## config.mk

```make
export PLATFORM = sky130hd
export DESIGN_NAME = fp_add_issue
export DESIGN_NICKNAME = d
export VERILOG_FILES = /design/src/rtl/fp_add_issue.sv
export SDC_FILE = /design/constraint.sdc
export NUM_CORES = 1
export LEC_CHECK = 0
export BUFFER_PORTS_ARGS = -buffer_cell sky130_fd_sc_hd__buf_2
export CORE_ASPECT_RATIO = 1.1
export CORE_UTILIZATION = 45
export CTS_CLUSTER_DIAMETER = 80
export DETAILED_ROUTE_END_ITERATION = 7
export PLACE_DENSITY = 0.61
export SLEW_MARGIN = 20
export SYNTH_ARGS = -nofsm -noshare
export SYNTH_HDL_FRONTEND = slang
export SYNTH_SLANG_ARGS = --single-unit
```

## constraint.sdc

```tcl
create_clock -name clk -period 3.7 [get_ports clk]
set_input_delay 0.74 -clock clk [delete_from_list [all_inputs] [get_ports clk]]
set_output_delay 0.74 -clock clk [all_outputs]
set_load 0.03 [all_outputs]
```

## src/rtl/fp_add_issue.sv

```systemverilog
// fp_add_issue: operand issue and result-return stage in front of float_point_add.
// Requests are queued in a DEPTH-entry FIFO and issued one at a time. Each result
// is returned over a valid/ready handshake. A watchdog converts a hung adder into
// a qNaN result.
// Optional feature macro: FP_ADD_ZERO_BYPASS_EN (answer +-0 operands without the adder).
module fp_add_issue #(
  parameter int unsigned DEPTH   = 4,
  parameter int unsigned TIMEOUT = 63
) (
  input  logic        clk,
  input  logic        resetn,
  input  logic        iReqValid,
  output logic        oReqReady,
  input  logic [31:0] iReqA,
  input  logic [31:0] iReqB,
  input  logic [1:0]  iReqOp,
  output logic [31:0] oA,
  output logic [31:0] oB,
  output logic [1:0]  oOp,
  input  logic [31:0] iF,
  input  logic        iDone,
  output logic        oRspValid,
  input  logic        iRspReady,
  output logic [31:0] oRspF,
  output logic        oRspTimeout,
  output logic        oBusy
);

  localparam int unsigned AW         = (DEPTH > 1) ? $clog2(DEPTH) : 1;
  localparam logic [AW:0] FULL_COUNT = (AW+1)'(DEPTH);
  localparam logic [7:0]  WD_LAST    = 8'(TIMEOUT - 1);
  localparam logic [31:0] QNAN       = 32'h7FC0_0000;

  typedef enum logic [1:0] {
    S_IDLE,
    S_ISSUE,
    S_RESP,
    S_COOL
  } state_t;

  state_t          state, state_next;
  logic [65:0]     mem [DEPTH];
  logic [AW-1:0]   wr_ptr, rd_ptr;
  logic [AW:0]     count;
  logic            push, pop;
  logic [65:0]     head;
  logic [31:0]     head_a, head_b;
  logic [1:0]      head_op;
  logic            head_legal;
  logic [7:0]      wd_cnt;
  logic            cool_cnt;
  logic            wd_expired;

  assign oReqReady  = (count < FULL_COUNT);
  assign oBusy      = (state != S_IDLE) || (count != '0);
  assign push       = iReqValid && oReqReady;
  assign pop        = (state == S_IDLE) && (count != '0);
  assign head       = mem[rd_ptr];
  assign head_a     = head[65:34];
  assign head_b     = head[33:2];
  assign head_op    = head[1:0];
  assign head_legal = (head_op == 2'b01) || (head_op == 2'b10);
  assign wd_expired = (wd_cnt == WD_LAST);

`ifdef FP_ADD_ZERO_BYPASS_EN
  logic        a_zero, b_zero, head_bypass;
  logic [31:0] bypass_f;
  assign a_zero      = (head_a[30:0] == '0);
  assign b_zero      = (head_b[30:0] == '0);
  assign head_bypass = head_legal && (a_zero || b_zero);

  // Result of an add/sub where at least one operand is +-0.
  always_comb begin
    bypass_f = '0;
    if (a_zero && b_zero) bypass_f = '0;
    else if (b_zero)      bypass_f = head_a;
    else                  bypass_f = {head_b[31] ^ (head_op == 2'b10), head_b[30:0]};
  end
`endif

  // FIFO storage; contents need no reset because count gates every read.
  always_ff @(posedge clk) begin
    if (push) mem[wr_ptr] <= {iReqA, iReqB, iReqOp};
  end

  // FIFO pointers and occupancy.
  always_ff @(posedge clk or negedge resetn) begin
    if (!resetn) begin
      wr_ptr <= '0;
      rd_ptr <= '0;
      count  <= '0;
    end else begin
      if (push) wr_ptr <= wr_ptr + 1'b1;
      if (pop)  rd_ptr <= rd_ptr + 1'b1;
      if (push && !pop)      count <= count + 1'b1;
      else if (!push && pop) count <= count - 1'b1;
    end
  end

  // FSM state register.
  always_ff @(posedge clk or negedge resetn) begin
    if (!resetn) state <= S_IDLE;
    else         state <= state_next;
  end

  // FSM next-state decode.
  always_comb begin
    state_next = state;
    case (state)
      S_IDLE: begin
        if (pop) begin
          if (!head_legal) state_next = S_RESP;
`ifdef FP_ADD_ZERO_BYPASS_EN
          else if (head_bypass) state_next = S_RESP;
`endif
          else state_next = S_ISSUE;
        end
      end
      S_ISSUE: if (iDone || wd_expired) state_next = S_RESP;
      S_RESP:  if (iRspReady)           state_next = S_COOL;
      S_COOL:  if (cool_cnt)            state_next = S_IDLE;
      default: state_next = S_IDLE;
    endcase
  end

  // Registered outputs, watchdog and cool-down counters; iDone wins over the timeout.
  always_ff @(posedge clk or negedge resetn) begin
    if (!resetn) begin
      oA          <= '0;
      oB          <= '0;
      oOp         <= '0;
      oRspValid   <= 1'b0;
      oRspF       <= '0;
      oRspTimeout <= 1'b0;
      wd_cnt      <= '0;
      cool_cnt    <= 1'b0;
    end else begin
      case (state)
        S_IDLE: begin
          if (pop) begin
            oA     <= head_a;
            oB     <= head_b;
            wd_cnt <= '0;
            if (!head_legal) begin
              oRspF       <= QNAN;
              oRspTimeout <= 1'b0;
              oRspValid   <= 1'b1;
            end
`ifdef FP_ADD_ZERO_BYPASS_EN
            else if (head_bypass) begin
              oRspF       <= bypass_f;
              oRspTimeout <= 1'b0;
              oRspValid   <= 1'b1;
            end
`endif
            else begin
              oOp <= head_op;
            end
          end
        end
        S_ISSUE: begin
          if (iDone) begin
            oRspF       <= iF;
            oRspTimeout <= 1'b0;
            oRspValid   <= 1'b1;
            oOp         <= '0;
          end else if (wd_expired) begin
            oRspF       <= QNAN;
            oRspTimeout <= 1'b1;
            oRspValid   <= 1'b1;
            oOp         <= '0;
          end else begin
            wd_cnt <= wd_cnt + 1'b1;
          end
        end
        S_RESP: begin
          if (iRspReady) begin
            oRspValid <= 1'b0;
            cool_cnt  <= 1'b0;
          end
        end
        S_COOL: cool_cnt <= ~cool_cnt;
        default: ;
      endcase
    end
  end

endmodule

```

# Yosys cells after proc, flatten, opt, wreduce, memory -nomap -nowiden
# Memory sizes are Yosys's and may differ from the RTL's.
# Cells that the tools add are included.
classes:
  n_addsub: 5
  order_cmp: 1
  n_eq_ne: 15
  mux: 35
  bitwise: 1
  n_reduce_logical: 23
ops:
  columns: ["operator", "n"]
  rows:
  - ["$mux W32", 4]
  - ["$pmux W32 S2", 1]
  - ["$mux W8", 3]
  - ["$mux W2", 9]
  - ["$ne A2 B2 Y1 const B", 8]
  - ["$pmux W8 S2", 1]
  - ["$reduce_and A4 Y1", 4]
  - ["$mux W1", 10]
  - ["$add A8 B1 Y8 const B", 1]
  - ["$eq A8 B6 Y1 const B", 1]
  - ["$pmux W2 S4", 1]
  - ["$reduce_bool A2 Y1", 4]
  - ["$eq A2 B2 Y1 const B", 3]
  - ["$mux W3", 2]
  - ["$reduce_bool A3 Y1", 2]
  - ["$reduce_and A5 Y1", 1]
  - ["$add A2 B1 Y2 const B", 2]
  - ["$eq A2 B1 Y1 const B", 2]
  - ["$logic_and A1 B1 Y1", 4]
  - ["$pmux W1 S2", 2]
  - ["$pmux W2 S2", 1]
  - ["$reduce_and A2 Y1", 2]
  - ["$add A3 B1 Y3 const B", 1]
  - ["$logic_or A1 B1 Y1", 3]
  - ["other kinds (7)", 8]
word_totals:
  regBits: 118
  ram_bits: 264
  inputBits: 103
  memories: 1
mem_list:
  columns: ["memory", "words", "width", "read_ports", "rd_ports_with_merged_regs", "write_ports", "line", "text"]
  rows:
  - ["mem", 4, 66, 1, 0, 1, "42", "logic [65:0] mem [DEPTH];"]

# Depth between registers and ports, before layout
logic_depth:
  word_depth: 6
  ltp_mapped: 11
  mapped_depth_nobuf: 9

# Worst setup path before layout
# No wires, ideal clock.
synth_path:
  path_kind: "input to register"
  startpoint: "input port iReqValid"
  endpoint: "memory mem[0][0] (enable)"
  arrival_ns: 2.668
  slack_ns: 0.601
  path_stages: 3
  n_path_buf: 1
  cell_sequence: "nor2b_1 -> clkbuf_1 -> and2_1"
synth_via:
  elab_chain_cells: 3
synth_rtl:
  columns: ["item", "line", "text"]
  rows:
  - ["start, declared", "12", "input logic iReqValid,"]
  - ["$logic_and A1 B1 Y1", "56", "assign push = iReqValid && oReqReady;"]
  - ["via push", "45", "logic push, pop;"]
  - ["$mux W1", "83", "if (push) mem[wr_ptr] <= {iReqA, iReqB, iReqOp};"]
  - ["$mux W1 (not written as such)", "83", null]
  - ["end, declared", "42", null]
# The timed path passes the listed nets, and every way through them passes these cells.

# Final worst setup path
layout_path:
  startpoint: "register state[0]"
  endpoint: "output port oBusy"
layout_via:
  elab_chain_cells: 2
layout_rtl:
  columns: ["item", "line", "text"]
  rows:
  - ["start, declared", "41", "state_t state, state_next;"]
  - ["start signal, assigned", "103", "else state <= state_next;"]
  - ["$reduce_bool A2 Y1", "55", "assign oBusy = (state != S_IDLE) || (count != '0);"]
  - ["$logic_or A1 B1 Y1", "55", null]
  - ["end, declared", "26", "output logic oBusy"]
# No other way between the ends.

==> summary.md <==
| Metric | Value |
|---|---|
| Antenna Nets Post-Route | `0` |
| Critical Path End | `oBusy` |
| CTS Buf Count | `40` |
| Clock Skew | `14.0 ps` |
| Worst-Skew Late Latency | `about 530 ps` |
| Via/cell ratio | `slightly above 5` |
| Worst-path clk slew | `60 ps` |
| Status | `finished, final reports clean` |
| Largest net degree at the start of global routing | `104` |
| Most used DFF post-synth | `edfxtp_1` |
| Internal | `approximately 0.01 W` |
| Pins over their slew limit | `0` |
| Post_cts resized | `0` |
| Overall Global Routing Usage | `0.176` |
| Switch Pwr | `0.00506 W` |
| Top post-synthesis cells by area | `edfxtp_1 (55%), dfrtp_1 (20%), mux4_2 (10%)` |
| Crit end category | `primary output` |
| Total wire length | `~28 mm` |
| CP Data Required Time | `a little under 3000 ps` |
| WL per Instance | `19.6 um` |
| Gate power share | `0.335` |
| CTS tree | `yes` |
| Gate Count Post-Synth | `around 750` |
| Fin area | `0.0173 mm^2` |
| CTS HTree Levels | `2` |
| Initial antenna violation count | `5` |
| Worst slew margin | `0.329` |
| Mapped Nets | `868` |
| Initial Util | `0.459` |
| Post-synthesis sequential area ratio | `0.752` |
| Unrepaired setup endpoints after global routing | `no` |
| Clock power share | `0.261` |
| Core ar. | `0.0315 mm^2` |
| F_max | `320 MHz` |
| Setup Total Neg Slack | `0 ps` |
| Initial DRT Pass Iterations | `4` |
| R2R setup slack | `1030 ps` |
| Chip width | `173 um` |
| Period minus WS final | `3130 ps` |
| Fillers | `~2500` |
| Netlist cell types | `40` |
| Hold/Removal Path Class | `input port to async pin` |
| Clk sinks | `roughly 380` |
| EDFF count, synth | `264` |
| Crit path kind | `flip-flop to primary output` |
| Clock buffer depth | `3` |
| Worst r2r src | `rd_ptr[0]` |
| First-pass GRT wire length | `between 40 and 50 mm` |
| Sequential power share | `0.403` |
| Max-Cap Viols | `0` |
| P per Cell Area | `875 mW/mm^2` |
| Crit share post-route | `0.845` |
| Vias | `7349` |
| Grt ovf | `0` |
| Die ar. | `0.0329 mm^2` |
| Fraction of layout cells with a size suffix above 1 | `0.421` |
| Num ports | `205` |
| Static Leak | `6.57 nW` |
| Post-synth top area share | `0.548` |
| Cell Area, Synth | `roughly 0.014 mm^2` |
| Port buffer count | `204` |
| Cells on worst reg2reg path | `4` |
| Synth top cells by count | `edfxtp_1 (264), dfrtp_1 (118), mux4_2 (66)` |
| Area growth from synthesis to layout | `19.8%` |
| Post-CTS repair timing setup buffer count | `0` |
| Number of synthesized register bits | `382` |
| Post-DP HPWL | `between 15 and 20 mm` |
| Maximum vdd drop | `0.501 mV` |
| Post-CTS Hold Fix Bufs | `0` |
| Synthesized area per cell | `19.3 um^2` |
| Count leader, synth | `edfxtp_1` |
| Number of global-route vias before repair | `7721` |
| Clock Root Buffer | `clkbuf_16` |
| Critical path startpoint category | `flip-flop` |
| CP Data Arrival Time | `2390 ps` |
| Endpoints failing setup | `0` |
| Std cell rows | `68` |
| Worst slew pin tran | `1010 ps` |
| Critical path origin | `state[0]` |
| Fin nets | `1090` |
| Async set or reset register ratio after synthesis | `0.309` |
| Ys Warns | `0` |
| Area leader, netlist | `edfxtp_1` |
| Initial drt markers | `403` |
| Switch share | `0.334` |
| Worst-path maximum fanout | `12` |
| # DRC | `0` |
| R2R Path End | `oA[21]` |
| Routability cong. | `0.803` |
| # diodes | `0` |
| Hold Violations, Final | `0` |
| Post-DP Area | `0.0160 mm^2` |
| Chip height | `~190 um` |
cell families after synthesis:
group / after synthesis / synth area share
buffers and inverters: 46 / 0.0151
adder cells (fa/ha/maj): 14 / 0.0126
AND/OR/NAND/NOR: 106 / 0.0317
flip-flops: 382 / 0.752
AO/OA/AOI/OAI: 57 / 0.0249
XOR/XNOR: 13 / 0.00839
multiplexers: 133 / 0.155
through the flow:
stage / util / setup WS [ps] / instances / hold WS, ps / power, W
2_1_floorplan: - / 601 / 751 / 444 / 0.00995
3_3_place_gp: 0.509 / 926 / 1351 / 457 / 0.0113
3_5_place_dp: 0.509 / 890 / 1351 / 465 / 0.0114
4_1_cts: 0.550 / 543 / 1424 / 397 / 0.0154
5_1_grt: 0.550 / 436 / 1424 / 409 / 0.0160
6_report: 0.550 / 573 / 1424 / 309 / 0.0152
placed cells by master (no fill, tap or decap), types with 5 or more instances in the layout:
cell type,synthesis,routed
buf_2,7,203
buf_4,0,7
clkbuf_1,16,11
clkbuf_16,0,41
clkbuf_8,0,5
clkinv_2,0,5
dfrtp_1,118,116
edfxtp_1,264,264
ha_1,13,13
inv_1,11,11
mux2_2,65,65
mux4_2,66,66
nand2_1,65,65
nor2_1,19,19
o21ai_0,8,8
o21ai_1,27,27
o21ai_2,6,6
xnor2_1,5,5
xor2_1,7,7
worst min-delay path by stage:
stage	endpoint	slack (ps)	startpoint
2_1_floorplan	cool_cnt	440	resetn
3_3_place_gp	oRspF[28]	460	oRspF[28]
3_5_place_dp	oRspF[31]	460	oRspF[31]
4_1_cts	mem[0][13]	400	iReqB[11]
5_1_grt	mem[1][27]	410	iReqB[25]
6_report	cool_cnt	310	resetn
critical path, cell delays in order, from the launching register on:
cell     delay [ps]
dfrtp_1         410
inv_1           140
ha_1            280
or4b_2          780
buf_2           250
state kept, by name, indices dropped and copies added, names as in the netlist:
name / flops
mem: 264
oA: 32
oB: 32
oRspF: 32
wd_cnt: 8
count: 3
oOp: 2
rd_ptr: 2
state: 2
wr_ptr: 2
cool_cnt: 1
oRspTimeout: 1
oRspValid: 1
power groups by stage:
| stage | combinational (W) | sequential (W) | clock, W |
|---|---|---|---|
| 2_1_floorplan | 0.00284 | 0.00711 | 0 |
| 3_3_place_gp | 0.00514 | 0.00619 | 0 |
| 3_5_place_dp | 0.00520 | 0.00620 | 0 |
| 4_1_cts | 0.00521 | 0.00613 | 0.00407 |
| 5_1_grt | 0.00553 | 0.00623 | 0.00423 |
| 6_report | 0.00508 | 0.00611 | 0.00396 |
layout make-up:
cell class,instances,area (um^2),share of cell area
Sequential cell,382,10900,0.628
Multi-Input combinational cell,323,3400,0.196
Timing Repair Buffer,215,1160,0.0671
Clock buffer,56,1120,0.0648
Tap cell,420,526,0.0303
Clock inverter,17,193,0.0111
Inverter,11,41.3,0.00238
per-layer routing:
metal | up-vias | GRT usage | part of all wire
met1 | 3726 | 0.233 | 0.43
met5 | - | 0 | 0.0017
met2 | 231 | 0.295 | 0.49
met3 | 47 | 0.0380 | 0.066
met4 | 10 | 0.0483 | 0.017
li1 | 3335 | - | -
Note: power is estimated with default switching activity, not from simulation.
